<file path="config.mk">
export PLATFORM = sky130hd
export DESIGN_NAME = clock_reset_mgr
export DESIGN_NICKNAME = d
export VERILOG_FILES = /design/src/rtl/clock_reset_mgr.sv
export SDC_FILE = /design/constraint.sdc
export NUM_CORES = 1
export LEC_CHECK = 0
export ABC_AREA = 0
export ABC_CLOCK_PERIOD_IN_PS = 3900
export BUFFER_PORTS_ARGS = -buffer_cell sky130_fd_sc_hd__clkbuf_2
export CORE_ASPECT_RATIO = 2
export CORE_MARGIN = 3
export CORE_UTILIZATION = 65
export DETAILED_ROUTE_END_ITERATION = 10
export GPL_TIMING_DRIVEN = 0
export MAX_ROUTING_LAYER = met4
export PLACE_DENSITY = 0.85
export SYNTH_ARGS = -nofsm -noshare
export SYNTH_HDL_FRONTEND = slang
export SYNTH_SLANG_ARGS = --single-unit
</file>
<file path="constraint.sdc">
create_clock -name clk_ref -period 3.9 [get_ports clk_ref]
set_input_delay 0.585 -clock clk_ref [delete_from_list [all_inputs] [get_ports clk_ref]]
set_output_delay 0.585 -clock clk_ref [all_outputs]
set_load 0.05 [all_outputs]
</file>
<file path="src/rtl/clock_reset_mgr.sv">
`default_nettype none
// ============================================================================
// Module      : clock_reset_mgr
// Description : Central clock/reset manager. It models PLL lock and derives
//               the sys/usb/disk clocks from clk_ref. It releases the
//               per-domain active-low resets in sequence, synchronizes a
//               debug reset independently of rst_ext, and runs a sticky
//               watchdog that pulls the system back into reset.
// Revision    : 1.0 - initial release
// ============================================================================
module clock_reset_mgr #(
    parameter int WATCHDOG_CYCLES = 25_000_000,
    parameter int LOCK_CYCLES     = 100,
    parameter int SYNC_STAGES     = 2
) (
    input  logic clk_ref,
    input  logic rst_ext,
    input  logic rst_debug_n,
    input  logic wdt_kick,
    output logic clk_sys,
    output logic clk_usb,
    output logic clk_disk,
    output logic rst_sys_n,
    output logic rst_usb_n,
    output logic rst_disk_n,
    output logic rst_dbg_sync_n,
    output logic pll_locked,
    output logic wdt_reset
);

    localparam int c_LOCK_W = $clog2(LOCK_CYCLES + 1);
    localparam int c_WDT_W  = $clog2(2 * WATCHDOG_CYCLES);

    localparam logic [c_LOCK_W-1:0] c_LOCK_LAST  = c_LOCK_W'(LOCK_CYCLES - 1);
    localparam logic [c_WDT_W-1:0]  c_GRACE_LAST = c_WDT_W'(2 * WATCHDOG_CYCLES - 1);
    localparam logic [c_WDT_W-1:0]  c_ARMED_LAST = c_WDT_W'(WATCHDOG_CYCLES - 1);

    localparam logic [1:0] c_WDT_IDLE    = 2'd0;
    localparam logic [1:0] c_WDT_GRACE   = 2'd1;
    localparam logic [1:0] c_WDT_ARMED   = 2'd2;
    localparam logic [1:0] c_WDT_EXPIRED = 2'd3;

    // Declaration values give the power-up state, matching the rst_ext state
    // everywhere except the debug synchronizer, which powers up asserted.
    logic [c_LOCK_W-1:0]    r_lock_cnt   = '0;
    logic                   r_pll_locked = 1'b0;
    logic                   r_clk_usb    = 1'b0;
    logic [1:0]             r_disk_cnt   = 2'd0;
    logic [SYNC_STAGES-1:0] r_run_sync   = '0;
    logic                   r_rst_usb_n  = 1'b0;
    logic                   r_rst_disk_n = 1'b0;
    logic [SYNC_STAGES-1:0] r_dbg_sync   = '0;
    logic [1:0]             r_wdt_state  = c_WDT_IDLE;
    logic [c_WDT_W-1:0]     r_wdt_cnt    = '0;
    logic                   r_wdt_reset  = 1'b0;

    logic w_run;

    assign w_run          = r_pll_locked & ~r_wdt_reset;
    assign clk_sys        = clk_ref;
    assign clk_usb        = r_clk_usb;
    assign clk_disk       = r_disk_cnt[1];
    assign rst_sys_n      = r_run_sync[SYNC_STAGES-1];
    assign rst_usb_n      = r_rst_usb_n;
    assign rst_disk_n     = r_rst_disk_n;
    assign rst_dbg_sync_n = r_dbg_sync[SYNC_STAGES-1];
    assign pll_locked     = r_pll_locked;
    assign wdt_reset      = r_wdt_reset;

    // PLL model: count up from reset release, lock when the count reaches LOCK_CYCLES
    always_ff @(posedge clk_ref) begin
        if (rst_ext) begin
            r_lock_cnt   <= '0;
            r_pll_locked <= 1'b0;
        end else if (!r_pll_locked) begin
            r_lock_cnt <= r_lock_cnt + c_LOCK_W'(1);
            if (r_lock_cnt == c_LOCK_LAST) begin
                r_pll_locked <= 1'b1;
            end
        end
    end

    // Divided clocks run only once locked; held low otherwise
    always_ff @(posedge clk_ref) begin
        if (rst_ext || !r_pll_locked) begin
            r_clk_usb  <= 1'b0;
            r_disk_cnt <= 2'd0;
        end else begin
            r_clk_usb  <= ~r_clk_usb;
            r_disk_cnt <= r_disk_cnt + 2'd1;
        end
    end

    // Staggered domain reset release; any loss of run drops all three together
    always_ff @(posedge clk_ref) begin
        if (rst_ext || !w_run) begin
            r_run_sync   <= '0;
            r_rst_usb_n  <= 1'b0;
            r_rst_disk_n <= 1'b0;
        end else begin
            r_run_sync   <= {r_run_sync[SYNC_STAGES-2:0], 1'b1};
            r_rst_usb_n  <= r_run_sync[SYNC_STAGES-1];
            r_rst_disk_n <= r_rst_usb_n;
        end
    end

    // Debug reset synchronizer, deliberately untouched by rst_ext
    always_ff @(posedge clk_ref) begin
        r_dbg_sync <= {r_dbg_sync[SYNC_STAGES-2:0], rst_debug_n};
    end

    // Watchdog: long first window, then regular kick window; expiry is sticky
    always_ff @(posedge clk_ref) begin
        if (rst_ext) begin
            r_wdt_state <= c_WDT_IDLE;
            r_wdt_cnt   <= '0;
            r_wdt_reset <= 1'b0;
        end else begin
            case (r_wdt_state)
                c_WDT_IDLE: begin
                    r_wdt_cnt <= '0;
                    if (rst_sys_n) begin
                        r_wdt_state <= c_WDT_GRACE;
                    end
                end
                c_WDT_GRACE: begin
                    if (wdt_kick) begin
                        r_wdt_state <= c_WDT_ARMED;
                        r_wdt_cnt   <= '0;
                    end else if (r_wdt_cnt == c_GRACE_LAST) begin
                        r_wdt_state <= c_WDT_EXPIRED;
                        r_wdt_reset <= 1'b1;
                    end else begin
                        r_wdt_cnt <= r_wdt_cnt + c_WDT_W'(1);
                    end
                end
                c_WDT_ARMED: begin
                    if (wdt_kick) begin
                        r_wdt_cnt <= '0;
                    end else if (r_wdt_cnt == c_ARMED_LAST) begin
                        r_wdt_state <= c_WDT_EXPIRED;
                        r_wdt_reset <= 1'b1;
                    end else begin
                        r_wdt_cnt <= r_wdt_cnt + c_WDT_W'(1);
                    end
                end
                c_WDT_EXPIRED: begin
                    r_wdt_reset <= 1'b1;
                end
                default: begin
                    r_wdt_state <= c_WDT_IDLE;
                    r_wdt_cnt   <= '0;
                end
            endcase
        end
    end

endmodule
`default_nettype wire

</file>
After elaboration in Yosys (flattened, before gate mapping)
Cells that the tools add are included.
{"block": "word_totals", "reg_bits": 46, "out_inout_bits": 9, "elab_cells": 61}
{"block": "classes", "n_addsub": 3, "eq_ne": 14, "mux": 19, "bitwise_logic": 3, "n_reduce_logical": 10}
{"cell": "26-bit 2-to-1 mux", "count": 4}
{"cell": "26-bit case mux with 3 select lines", "count": 1}
{"cell": "26-bit by 1-bit adder with 26-bit output (second input constant)", "count": 1}
{"cell": "26-bit by 25-bit equality test with 1-bit output (second input constant)", "count": 1}
{"cell": "26-bit equality test (second input constant)", "count": 1}
{"cell": "2-bit 2-to-1 mux", "count": 5}
{"cell": "2-bit inequality test (second input constant)", "count": 5}
{"cell": "5-bit AND reduction", "count": 2}
{"cell": "3-bit inequality test (second input constant)", "count": 3}
{"cell": "7-bit by 1-bit adder with 7-bit output (second input constant)", "count": 1}
{"cell": "7-bit equality test (second input constant)", "count": 1}
{"cell": "1-bit 2-to-1 mux", "count": 7}
{"cell": "2-bit case mux with 3 select lines", "count": 1}
{"cell": "3-bit nonzero test", "count": 2}
{"cell": "2-bit equality test (second input constant)", "count": 2}
{"cell": "1-bit case mux with 3 select lines", "count": 1}
{"cell": "3-bit AND reduction", "count": 1}
{"cell": "2-bit by 1-bit adder with 2-bit output (second input constant)", "count": 1}
{"cell": "2-bit by 1-bit equality test with 1-bit output (second input constant)", "count": 1}
{"cell": "1-bit zero test", "count": 2}
{"cell": "2-bit zero test", "count": 1}
{"cell": "1-bit logical OR", "count": 2}
{"cell": "1-bit inverter", "count": 2}
{"cell": "1-bit bitwise AND", "count": 1}

Depth between registers and ports, before layout
Gate-level depths: netlist of the first run.
{"block": "logic_depth", "word_depth": 5, "ltp_mapped": 9, "mapped_depth_nobuf": 7}

==> results.md, run 1 <==
- Top cells by area, synth: dfxtp_1 35%, nand3_1 3.6%, nand4_1 3.3%, nor2_1 3.3%, o311ai_0 3.0%
- Max VDD drop: about 470 uV
- # placed instances: approximately 360
- Synth Area in Simple Gates: 0.296
- CTS tree: done
- Post-layout util: 0.741
- Total gr overflow: 0
- Die Wd: about 51 um
- Final Wtd Congestion: ~0.93
- Synth async-reset ratio: 0
- Avg WL per Cell: approximately 18 um
- CP Capture Type: output pin
- Filler cell count: 307
- Slew Limit Headroom: 0.637
- CTS-repair resized insts: 0
- Pleak: between 1 and 1.5 nW
- Post-synth top flop: dfxtp_1
- Clock Skew: around 0.0046 ns
- Via density: 6.85
- Vias in the first global route: about 2,300
- #FFs+latches synth: between 40 and 50
- DRC: 0
- Main combinational cell family by area after synthesis: simple AND/OR/NAND/NOR gates
- Final setup vio count: 0
- Post-Syn Area: ~0.0026 sq mm
- Slew Viols, Final: 0
- Crit path DAT: between 2 and 3 ns
- Mapped Avg Cell Area: just under 9 sq um
- Final instance area: roughly 0.0029 sq mm
- Synth area leader: dfxtp_1
- First-pass GRT wire length: between 10,000 and 15,000 um
- Post-CTS setup buffers: 0
- IO Pins: 13
- Routed WL: 6800 um
- Dpl hpwl: roughly 5000 um
- RSZ-0062 raised after global routing: no
- Total of max-cap violations: 0
- Row Count: 32
- Core area: 0.00388 sq mm
- Layout cells sized above 1: 0.182
- Worst skew pair latency: approximately 0.4 ns
- Worst hold path class: primary input to flop
- Multiplexer share of the synthesized area: 0.0152
- Dpl cell area: approximately 0.0028 sq mm
- Finished Layout Cells: between 300 and 400
- Nets: around 330
- Worst slew pin tran: between 0.5 and 0.6 ns
- Crit Reg-Reg Endpoint: r_wdt_cnt[15]
- Post-synthesis sequential area ratio: 0.351
- Vias: approximately 2,500
- Cell Pwr Density: just under 400 mW/mm^2
- Clock transition at path regs: ~0.090 ns
- DRT iter0 DRCs: approximately 160
- Area Growth Syn to Fin: 9.58%
- Port bufs: 12
- Iteration count of the initial detailed-routing pass: 5
- Yosys cell types: roughly 60
- N_diodes: 0
- CP max FO: 2
- Crit path to: clk_sys
- Pin count of the biggest net entering global routing: 15
- Critical Path Start: clk_ref
- Crit Path Class: clock port to output pin
- Initial antenna violation count: 0
- Xor and xnor area share after synthesis: 0.0233
- Setup crit start kind: clock port
- WP data required: about 3.3 ns
- Total negative setup slack: 0 ns
- Hold Crit Start: rst_debug_n
- R2R setup slack: roughly 1.6 ns
- R2R Path Start: r_wdt_cnt[0]
- Final Hold Viols: 0
- Starting Density: 0.676
- EDFF count, synth: 0
- Hold-fix buffers, CTS: 0
- Mapped Nets: between 300 and 400
- Status: completed
- Compound-Gate Fraction of Synth Area: 0.208
- Top-area cell type share of the netlist area: 0.351
- Die Footprint: 0.00489 sq mm
- Total GRT Usage: 0.311
- Synth Warn #: 0
- Die height: between 90 and 100 um
- R2R depth: 9
- Antenna-violating nets left: 0
- Cells after synthesis: 295
- Adder-cell share of the synthesized area: 0.0286
-- per-layer routing --
| layer | vias up | global-route usage | wire, um | part of all wire |
|---|---|---|---|---|
| met1 | 1181 | 0.298 | 2450 | 0.36 |
| li1 | 1179 | - | - | - |
| met3 | 53 | 0.0574 | 368 | 0.054 |
| met5 | - | - | 0 | 0 |
| met2 | 113 | 0.529 | 3570 | 0.52 |
| met4 | 0 | 0.256 | 416 | 0.061 |
-- synthesized netlist by cell type, types with 3 or more instances --
master and count:
nor2_1 23, dfxtp_1 46, buf_2 3, xor2_1 3, nand3_1 19, nor2b_1 5, a21oi_1 15, o41ai_1 8
xnor2_1 4, nand4_1 14, nand2_1 12, a31oi_1 12, and4_1 5, buf_4 8, or4_1 4, clkbuf_1 6
inv_1 10, and2_1 3, ha_1 6, and3_1 4, buf_6 5, o311ai_0 9, mux2i_1 4, o21ai_0 7
o31ai_1 4, nor3_1 9
-- worst max-delay path, cell delays in order --
cell and delay (ns):
clkbuf_8 0.11, clkbuf_8 0.12, buf_4 0.12, clkbuf_2 0.22
-- metrics by stage --
step | hold WS, ns | worst slack, ns | total power [mW]
2_1_floorplan | 0.310 | 1.20 | 0.690
3_3_place_gp | 0.310 | 1.04 | 0.738
4_1_cts | 0.265 | 0.783 | 1.11
5_1_grt | 0.266 | 0.780 | 1.15
6_report | 0.265 | 0.790 | 1.11
3_5_place_dp | 0.316 | 1.04 | 0.744
-- cell usage in the layout (no fill, tap or decap), types with 3 or more instances in the layout --
cell      instances
nand3_1          19
xor2_1            3
buf_6             5
buf_4             8
clkbuf_2         13
dfxtp_1          46
clkbuf_8          8
buf_2             3
ha_1              6
clkbuf_1          7
and2_1            3
nand2_1          12
o31ai_1           4
and4_1            5
o311ai_0          9
a31oi_1          12
and3_1            4
o21ai_0           7
a21oi_1          15
nor2_1           23
mux2i_1           4
or4_1             4
nor3_1            9
nand4_1          14
nor2b_1           5
o41ai_1           8
xnor2_1           4
inv_1            10
-- state kept, by name (all words and copies together) (netlist names) --
register,flops
clk_usb,1
pll_locked,1
rst_disk_n,1
wdt_reset,1
r_disk_cnt,2
r_lock_cnt,7
r_wdt_state,2
rst_usb_n,1
r_wdt_cnt,26
r_run_sync,2
r_dbg_sync,2
-- worst min path at each step --
stage	endpoint	slack [ns]	cells after the start
after floorplan	r_dbg_sync[1]	0.31	0
after global placement	r_dbg_sync[1]	0.31	0
after detailed placement	r_dbg_sync[1]	0.32	0
after CTS	r_dbg_sync[0]	0.26	1
after global routing	r_dbg_sync[0]	0.27	1
final	r_dbg_sync[0]	0.27	1
-- cell type report --
cell class / count / area [sq um] / share of cell area
flip-flops and latches: 46 / 921 / 0.320
plain buffers: 24 / 169 / 0.0587
repair buffers: 11 / 55.1 / 0.0191
inverters: 10 / 37.5 / 0.0130
clock inverters: 2 / 13.8 / 0.00478
well taps: 51 / 63.8 / 0.0222
clock buffers: 10 / 119 / 0.0413
multi-input cells: 215 / 1500 / 0.521
-- where the power goes --
group / internal, mW / switching, mW
clock network: 0.211 / 0.226
registers: 0.481 / 0.0108
logic: 0.0660 / 0.119
-- logic make-up (layout without fill, tap and decap cells) --
family / count (synthesis) / in the layout
simple gates: 124 / 124
compound gates: 74 / 74
flops: 46 / 46
buf+inv: 34 / 57
xor+xnor: 7 / 7
fa+ha+maj: 6 / 6
mux: 4 / 4
No activity file was read; power rests on OpenSTA's default activity.
==> inputs of run 2 (changes only) <==
--- a/config.mk
+++ b/config.mk
@@ -6,15 +6,15 @@
 export NUM_CORES = 1
 export LEC_CHECK = 0
 export ABC_AREA = 0
-export ABC_CLOCK_PERIOD_IN_PS = 3900
+export ABC_CLOCK_PERIOD_IN_PS = 3240
 export BUFFER_PORTS_ARGS = -buffer_cell sky130_fd_sc_hd__clkbuf_2
 export CORE_ASPECT_RATIO = 2
 export CORE_MARGIN = 3
-export CORE_UTILIZATION = 65
+export CORE_UTILIZATION = 61
 export DETAILED_ROUTE_END_ITERATION = 10
 export GPL_TIMING_DRIVEN = 0
 export MAX_ROUTING_LAYER = met4
-export PLACE_DENSITY = 0.85
+export PLACE_DENSITY = 0.8
 export SYNTH_ARGS = -nofsm -noshare
 export SYNTH_HDL_FRONTEND = slang
 export SYNTH_SLANG_ARGS = --single-unit
==> constraint.sdc (replaced) <==
create_clock -name clk_ref -period 3.24 [get_ports clk_ref]
set_input_delay 0.486 -clock clk_ref [delete_from_list [all_inputs] [get_ports clk_ref]]
set_output_delay 0.486 -clock clk_ref [all_outputs]
set_load 0.05 [all_outputs]
==> results.md, run 2 (synthesis results as in run 1) <==
- IO Pins: 13 (unchanged)
- Filler cell count: 341 (+11%)
- N_diodes: 0 (unchanged)
- Commonest non-fill, non-tap cell in the layout: dfxtp_1
- Worst Path Buf+Inv: 4 (unchanged)
- Hold Slack: 0.172 ns (-0.0931 ns)
- Post-layout util: 0.703 (-0.0379)
- Worst skew pair latency: 0.41 ns (about the same)
- Nets: 327 (unchanged)
- Max reg flops: 26 (unchanged)
- Clock Skew: 0.00324 ns (-0.00131 ns)
- Avg WL per Cell: 18.3 um (-0.73%)
- Crit Path Class: clock port to output pin
- CP dominant cell by count: clkbuf_8
- Post-CTS setup buffers: 0 (unchanged)
- Final Hold Viols: 0 (unchanged)
- Total of max-cap violations: 0 (unchanged)
- Die Wd: 52.4 um (+2.8%)
- CP max FO: 2 (unchanged)
- Port bufs: 12 (unchanged)
- Antenna-violating nets left: 0 (unchanged)
- Via density: 6.71 (-2.0%)
- Total gr overflow: 0 (unchanged)
- Status: completed
- Slew Viols, Final: 0 (unchanged)
- Initial antenna violation count: 0 (unchanged)
- Worst hold path class: primary input to flop
- Multi-input gate area: 0.00150 sq mm (unchanged)
- DRC: 0 (unchanged)
- Max VDD drop: 633 uV (+36%)
- Starting Density: 0.636 (-0.0402)
- Layout cells sized above 1: 0.182 (unchanged)
- Critical Path Start: clk_ref
- Final Wtd Congestion: 0.933 (about the same)
- Worst slew pin tran: 0.653 ns (+0.109 ns)
- Crit Reg-Reg Endpoint: r_wdt_cnt[15]
- R2R Path Start: r_wdt_cnt[0]
- WP data required: 2.75 ns (-0.56 ns)
- Setup crit start kind: clock port
- WP depth: 4 (unchanged)
- Crit path to: clk_sys
- Dpl hpwl: 4870 um (about the same)
- Core area: 0.00413 sq mm (+6.3%)
- Total negative setup slack: 0 ns (unchanged)
- Most frequent cells in the layout: 46 x dfxtp_1, 23 x nor2_1, 19 x nand3_1
- Slew Limit Headroom: 0.559 (-0.0786)
- Pin count of the biggest net entering global routing: 15 (unchanged)
- RSZ-0062 raised after global routing: no
- CP Capture Type: output pin
- CTS tree: done
- Die Footprint: 0.00518 sq mm (+6.0%)
- Die height: 98.8 um (+3.0%)
- Crit path DAT: 2.19 ns (-0.34 ns)
- Registers with the most flip-flops: r_wdt_cnt: 26 flops, r_lock_cnt: 7 flops
- Cell family with most CP delay: buffers and inverters
- DRT iter0 DRCs: 114 (-28%)
- Iteration count of the initial detailed-routing pass: 5 (unchanged)
- R2R depth: 9 (unchanged)
- First-pass GRT wire length: 11,200 um (+1.5%)
- R2R setup slack: 0.74 ns (-0.87 ns)
- CTS-repair resized insts: 0 (unchanged)
- Cell Pwr Density: 487 mW/mm^2 (+26%)
- Pleak: 1.11 nW (+0.57%)
- Routed WL: 6770 um (-0.46%)
- Vias in the first global route: 2,437 (+4.0%)
- Hold-fix buffers, CTS: 0 (unchanged)
- Vias: 2,481 (-1.8%)
- Most flops, register: r_wdt_cnt
- Crit-path slowest cell: clkbuf_2
- Row Count: 33 (+3.1%)
- FF/Latch Area: 921 sq um (unchanged)
- Clock transition at path regs: 0.08 ns (about the same)
- CP peak stage delay: 0.22 ns (about the same)
- Worst-path cell chain: clkbuf_8 -> clkbuf_8 -> buf_4 -> clkbuf_2
- Final setup vio count: 0 (unchanged)
- Area Growth Syn to Fin: 10.5%
- Total GRT Usage: 0.297 (-0.0140)
==> run 2: changes by cell type in the layout (fill, tap and decap cells not counted), sizes merged <==
cell	delta
clkinvlp	+1
clkinv	-2
bufinv	+1
==> run 2: area by class of cell <==
class	instances	area share
Buffer	24	0.0582
Clock buffer	10	0.0409
Clock inverter	2	0.0129
Inverter	10	0.0129
Multi-Input combinational cell	215	0.516
Sequential cell	46	0.317
Tap cell	52	0.0224
Timing Repair Buffer	11	0.0190
==> run 2: routing by layer <==
| metal | routed length, um | track usage |
|---|---|---|
| met2 | 3470 | 0.470 |
| met4 | 384 | 0.230 |
| met5 | 0 | - |
| met3 | 285 | 0.0560 |
| met1 | 2630 | 0.310 |
==> run 2: worst min path at each step <==
stage	slack [ns]	from	to	cells after the start
floorplan	0.31	r_dbg_sync[0]	r_dbg_sync[1]	0
global placement	0.31	r_dbg_sync[0]	r_dbg_sync[1]	0
detailed placement	0.31	r_dbg_sync[0]	r_dbg_sync[1]	0
CTS	0.16	rst_debug_n	r_dbg_sync[0]	1
global route	0.16	rst_debug_n	r_dbg_sync[0]	1
finish	0.17	rst_debug_n	r_dbg_sync[0]	1
==> run 2: power by group <==
| part | internal (mW) | total (mW) | switching [mW] |
|---|---|---|---|
| Combinational | 0.0788 | 0.217 | 0.138 |
| Clock | 0.332 | 0.605 | 0.274 |
| Sequential | 0.579 | 0.592 | 0.0133 |
| Total | 0.989 | 1.41 | 0.425 |
==> run 2: through the flow <==
stage	power (mW)	std cells	instance area, sq um	setup slack (ns)
floorplan	0.831	295	2630	0.967
global placement	0.891	359	2750	0.809
detailed placement	0.892	359	2750	0.804
CTS	1.42	370	2900	0.556
global route	1.47	370	2900	0.549
finish	1.41	370	2900	0.567
==> run 2: worst register-to-register path, delay by kind of cell (launching register included) <==
kind,cells,cell delay [ns]
simple gates,3,0.50
flops,1,0.34
compound gates,2,0.70
fa+ha+maj,1,0.27
buf+inv,3,0.53
==> inputs of run 3 (changes only) <==
--- a/config.mk
+++ b/config.mk
@@ -6,7 +6,7 @@
 export NUM_CORES = 1
 export LEC_CHECK = 0
 export ABC_AREA = 0
-export ABC_CLOCK_PERIOD_IN_PS = 3240
+export ABC_CLOCK_PERIOD_IN_PS = 2500
 export BUFFER_PORTS_ARGS = -buffer_cell sky130_fd_sc_hd__clkbuf_2
 export CORE_ASPECT_RATIO = 2
 export CORE_MARGIN = 3
==> constraint.sdc (replaced) <==
create_clock -name clk_ref -period 2.5 [get_ports clk_ref]
set_input_delay 0.375 -clock clk_ref [delete_from_list [all_inputs] [get_ports clk_ref]]
set_output_delay 0.375 -clock clk_ref [all_outputs]
set_load 0.05 [all_outputs]
==> results.md, run 3 (synthesis results as in run 1) <==
- Final Hold Viols: 0 (unchanged)
- Finished Layout Cells: 370 (unchanged)
- Starting Density: 0.636 (unchanged)
- Hold-fix buffers, CTS: 0 (unchanged)
- Worst skew pair latency: 0.41 ns (about the same)
- Registers with the most flip-flops: r_wdt_cnt: 26 flops, r_lock_cnt: 7 flops
- Total GRT Usage: 0.297 (unchanged)
- Pleak: 1.11 nW (+0.53%)
- Final Wtd Congestion: 0.933 (unchanged)
- N_diodes: 0 (unchanged)
- Area Growth Syn to Fin: 10.8%
- Worst Path Buf+Inv: 2 (-2)
- Commonest non-fill, non-tap cell in the layout: dfxtp_1
- Worst slew pin tran: 0.573 ns (-0.0805 ns)
- Cell Pwr Density: 631 mW/mm^2 (+29%)
- Total of max-cap violations: 0 (unchanged)
- Crit Path Class: flop to flop
- Clock Skew: 0.00578 ns (+0.00254 ns)
- Core area: 0.00413 sq mm (unchanged)
- Port bufs: 12 (unchanged)
- Iteration count of the initial detailed-routing pass: 5 (unchanged)
- CP Capture Type: flop
- Via density: 6.78 (+1.1%)
- Combinational power share: 0.154 (about the same)
- Worst-path cell chain: ha_1 -> and4_1 -> buf_2 -> nand4_1 -> o21bai_2 -> buf_4 -> nor3_1 -> a41o_1
- Final instance area: 0.00291 sq mm (+0.26%)
- Max reg flops: 26 (unchanged)
- Row Count: 33 (unchanged)
- Filler cell count: 339 (-0.59%)
- DRC: 0 (unchanged)
- Most frequent cells in the layout: 46 x dfxtp_1, 23 x nor2_1, 19 x nand3_1
- WP data required: 2.86 ns (+0.11 ns)
- Slew Viols, Final: 0 (unchanged)
- Internal power: 1.28 mW (+30%)
- Post-layout util: 0.705 (+0.00182)
- CP peak stage delay: 0.50 ns (+0.28 ns)
- Most flops, register: r_wdt_cnt
- Die Footprint: 0.00518 sq mm (unchanged)
- IO Pins: 13 (unchanged)
- Nets: 327 (unchanged)
- Hold path depth: 1 (unchanged)
- Cell family with most CP delay: simple AND/OR/NAND/NOR gates
- Slew Limit Headroom: 0.615 (+0.0564)
- DRT iter0 DRCs: 115 (+0.88%)
- Total negative setup slack: 0 ns (unchanged)
- Pin count of the biggest net entering global routing: 15 (unchanged)
- First-pass GRT wire length: 11,200 um (unchanged)
- Slack of the critical path: 0.170 ns (-0.397 ns)
- Fin crit period: between 2 and 2.5 ns
- Routed WL: 6800 um (+0.53%)
- Antenna-violating nets left: 0 (unchanged)
- Status: completed
- Worst hold path class: primary input to flop
- Initial antenna violation count: 0 (unchanged)
- Layout cells sized above 1: 0.186 (+0.00314)
- Vias in the first global route: 2,437 (unchanged)
- Max VDD drop: 821 uV (+30%)
- Final Total Pwr: 1.84 mW (+30%)
- Clock transition at path regs: 0.09 ns (about the same)
- WP depth: 8 (+4)
- Sw Pwr: 554 uW (+30%)
- Pre-CTS setup slack: 0.0639 ns (-0.740 ns)
- Seq pwr share: 0.418 (about the same)
- Die Wd: 52.4 um (unchanged)
- # placed instances: 359 (unchanged)
- R2R depth: 8 (-1)
- Sw Share: 0.302 (+0.00116)
- Dpl cell area: 0.00275 sq mm (unchanged)
- Final setup vio count: 0 (unchanged)
- Setup crit start kind: flop
- Die height: 98.8 um (unchanged)
- CTS tree: done
- Dpl hpwl: 4870 um (unchanged)
- Avg WL per Cell: 18.4 um (+0.53%)
- Fmax: approximately 0.43 GHz
- Total gr overflow: 0 (unchanged)
- Clock share of power: 0.428 (about the same)
- Hold Slack: 0.0601 ns (-0.112 ns)
- Vias: 2,509 (+1.1%)
- CP max FO: 10 (+8)
- Crit-path slowest cell: nor3_1
- Crit path DAT: 2.69 ns (+0.50 ns)
- Final Cycle Share: 0.932
- RSZ-0062 raised after global routing: no
[run 3: cell types whose count changed in the layout (fill, tap and decap cells not counted)]
cell     previous run  this run
o41ai_1             8         7
o41ai_2             0         1
[run 3: what timing repair did]
action | CTS | global route
setup endpoints to repair | 0 | 1
setup buffers | 0 | 0
gates resized for setup | 0 | 1
[run 3: path summary, 6_finish.rpt]
path	start	end	slack [ns]
setup / recovery	r_wdt_cnt[0]	r_wdt_cnt[16]	0.17
hold / removal	rst_debug_n	r_dbg_sync[0]	0.06
setup reg to reg	r_wdt_cnt[0]	r_wdt_cnt[16]	0.17
hold reg to reg	r_dbg_sync[0]	r_dbg_sync[1]	0.33
[run 3: layer usage]
| metal | up-vias | share of wire | global-route usage |
|---|---|---|---|
| met2 | 88 | 0.52 | 0.470 |
| met3 | 30 | 0.038 | 0.0560 |
| met1 | 1211 | 0.39 | 0.310 |
| met4 | 0 | 0.055 | 0.230 |
| li1 | 1180 | - | - |
| met5 | - | 0 | - |
[run 3: cell type report]
class | count | area, sq um | area share
buffer | 24 | 169 | 0.0580
clock inverter | 2 | 37.5 | 0.0129
inverter | 10 | 37.5 | 0.0129
sequential | 46 | 921 | 0.316
timing repair buffer | 11 | 55.1 | 0.0189
clock buffer | 10 | 119 | 0.0408
tap | 52 | 65.1 | 0.0224
multi-input combinational | 215 | 1510 | 0.518
[run 3: power groups by stage]
| stage | registers (mW) | clock network, mW | logic, mW |
|---|---|---|---|
| after global routing | 0.769 | 0.823 | 0.309 |
| after detailed placement | 0.783 | 0.0981 | 0.275 |
| after CTS | 0.767 | 0.796 | 0.277 |
| final | 0.767 | 0.786 | 0.282 |
| after floorplan | 0.787 | 0.0862 | 0.203 |
| after global placement | 0.783 | 0.0981 | 0.274 |
[run 3: worst reg2reg max path, cell delays in order, from the launching register on]
cell and delay (ns):
dfxtp_1 0.34, ha_1 0.26, and4_1 0.22, buf_2 0.17
nand4_1 0.17, o21bai_2 0.15, buf_4 0.21, nor3_1 0.51
a41o_1 0.26
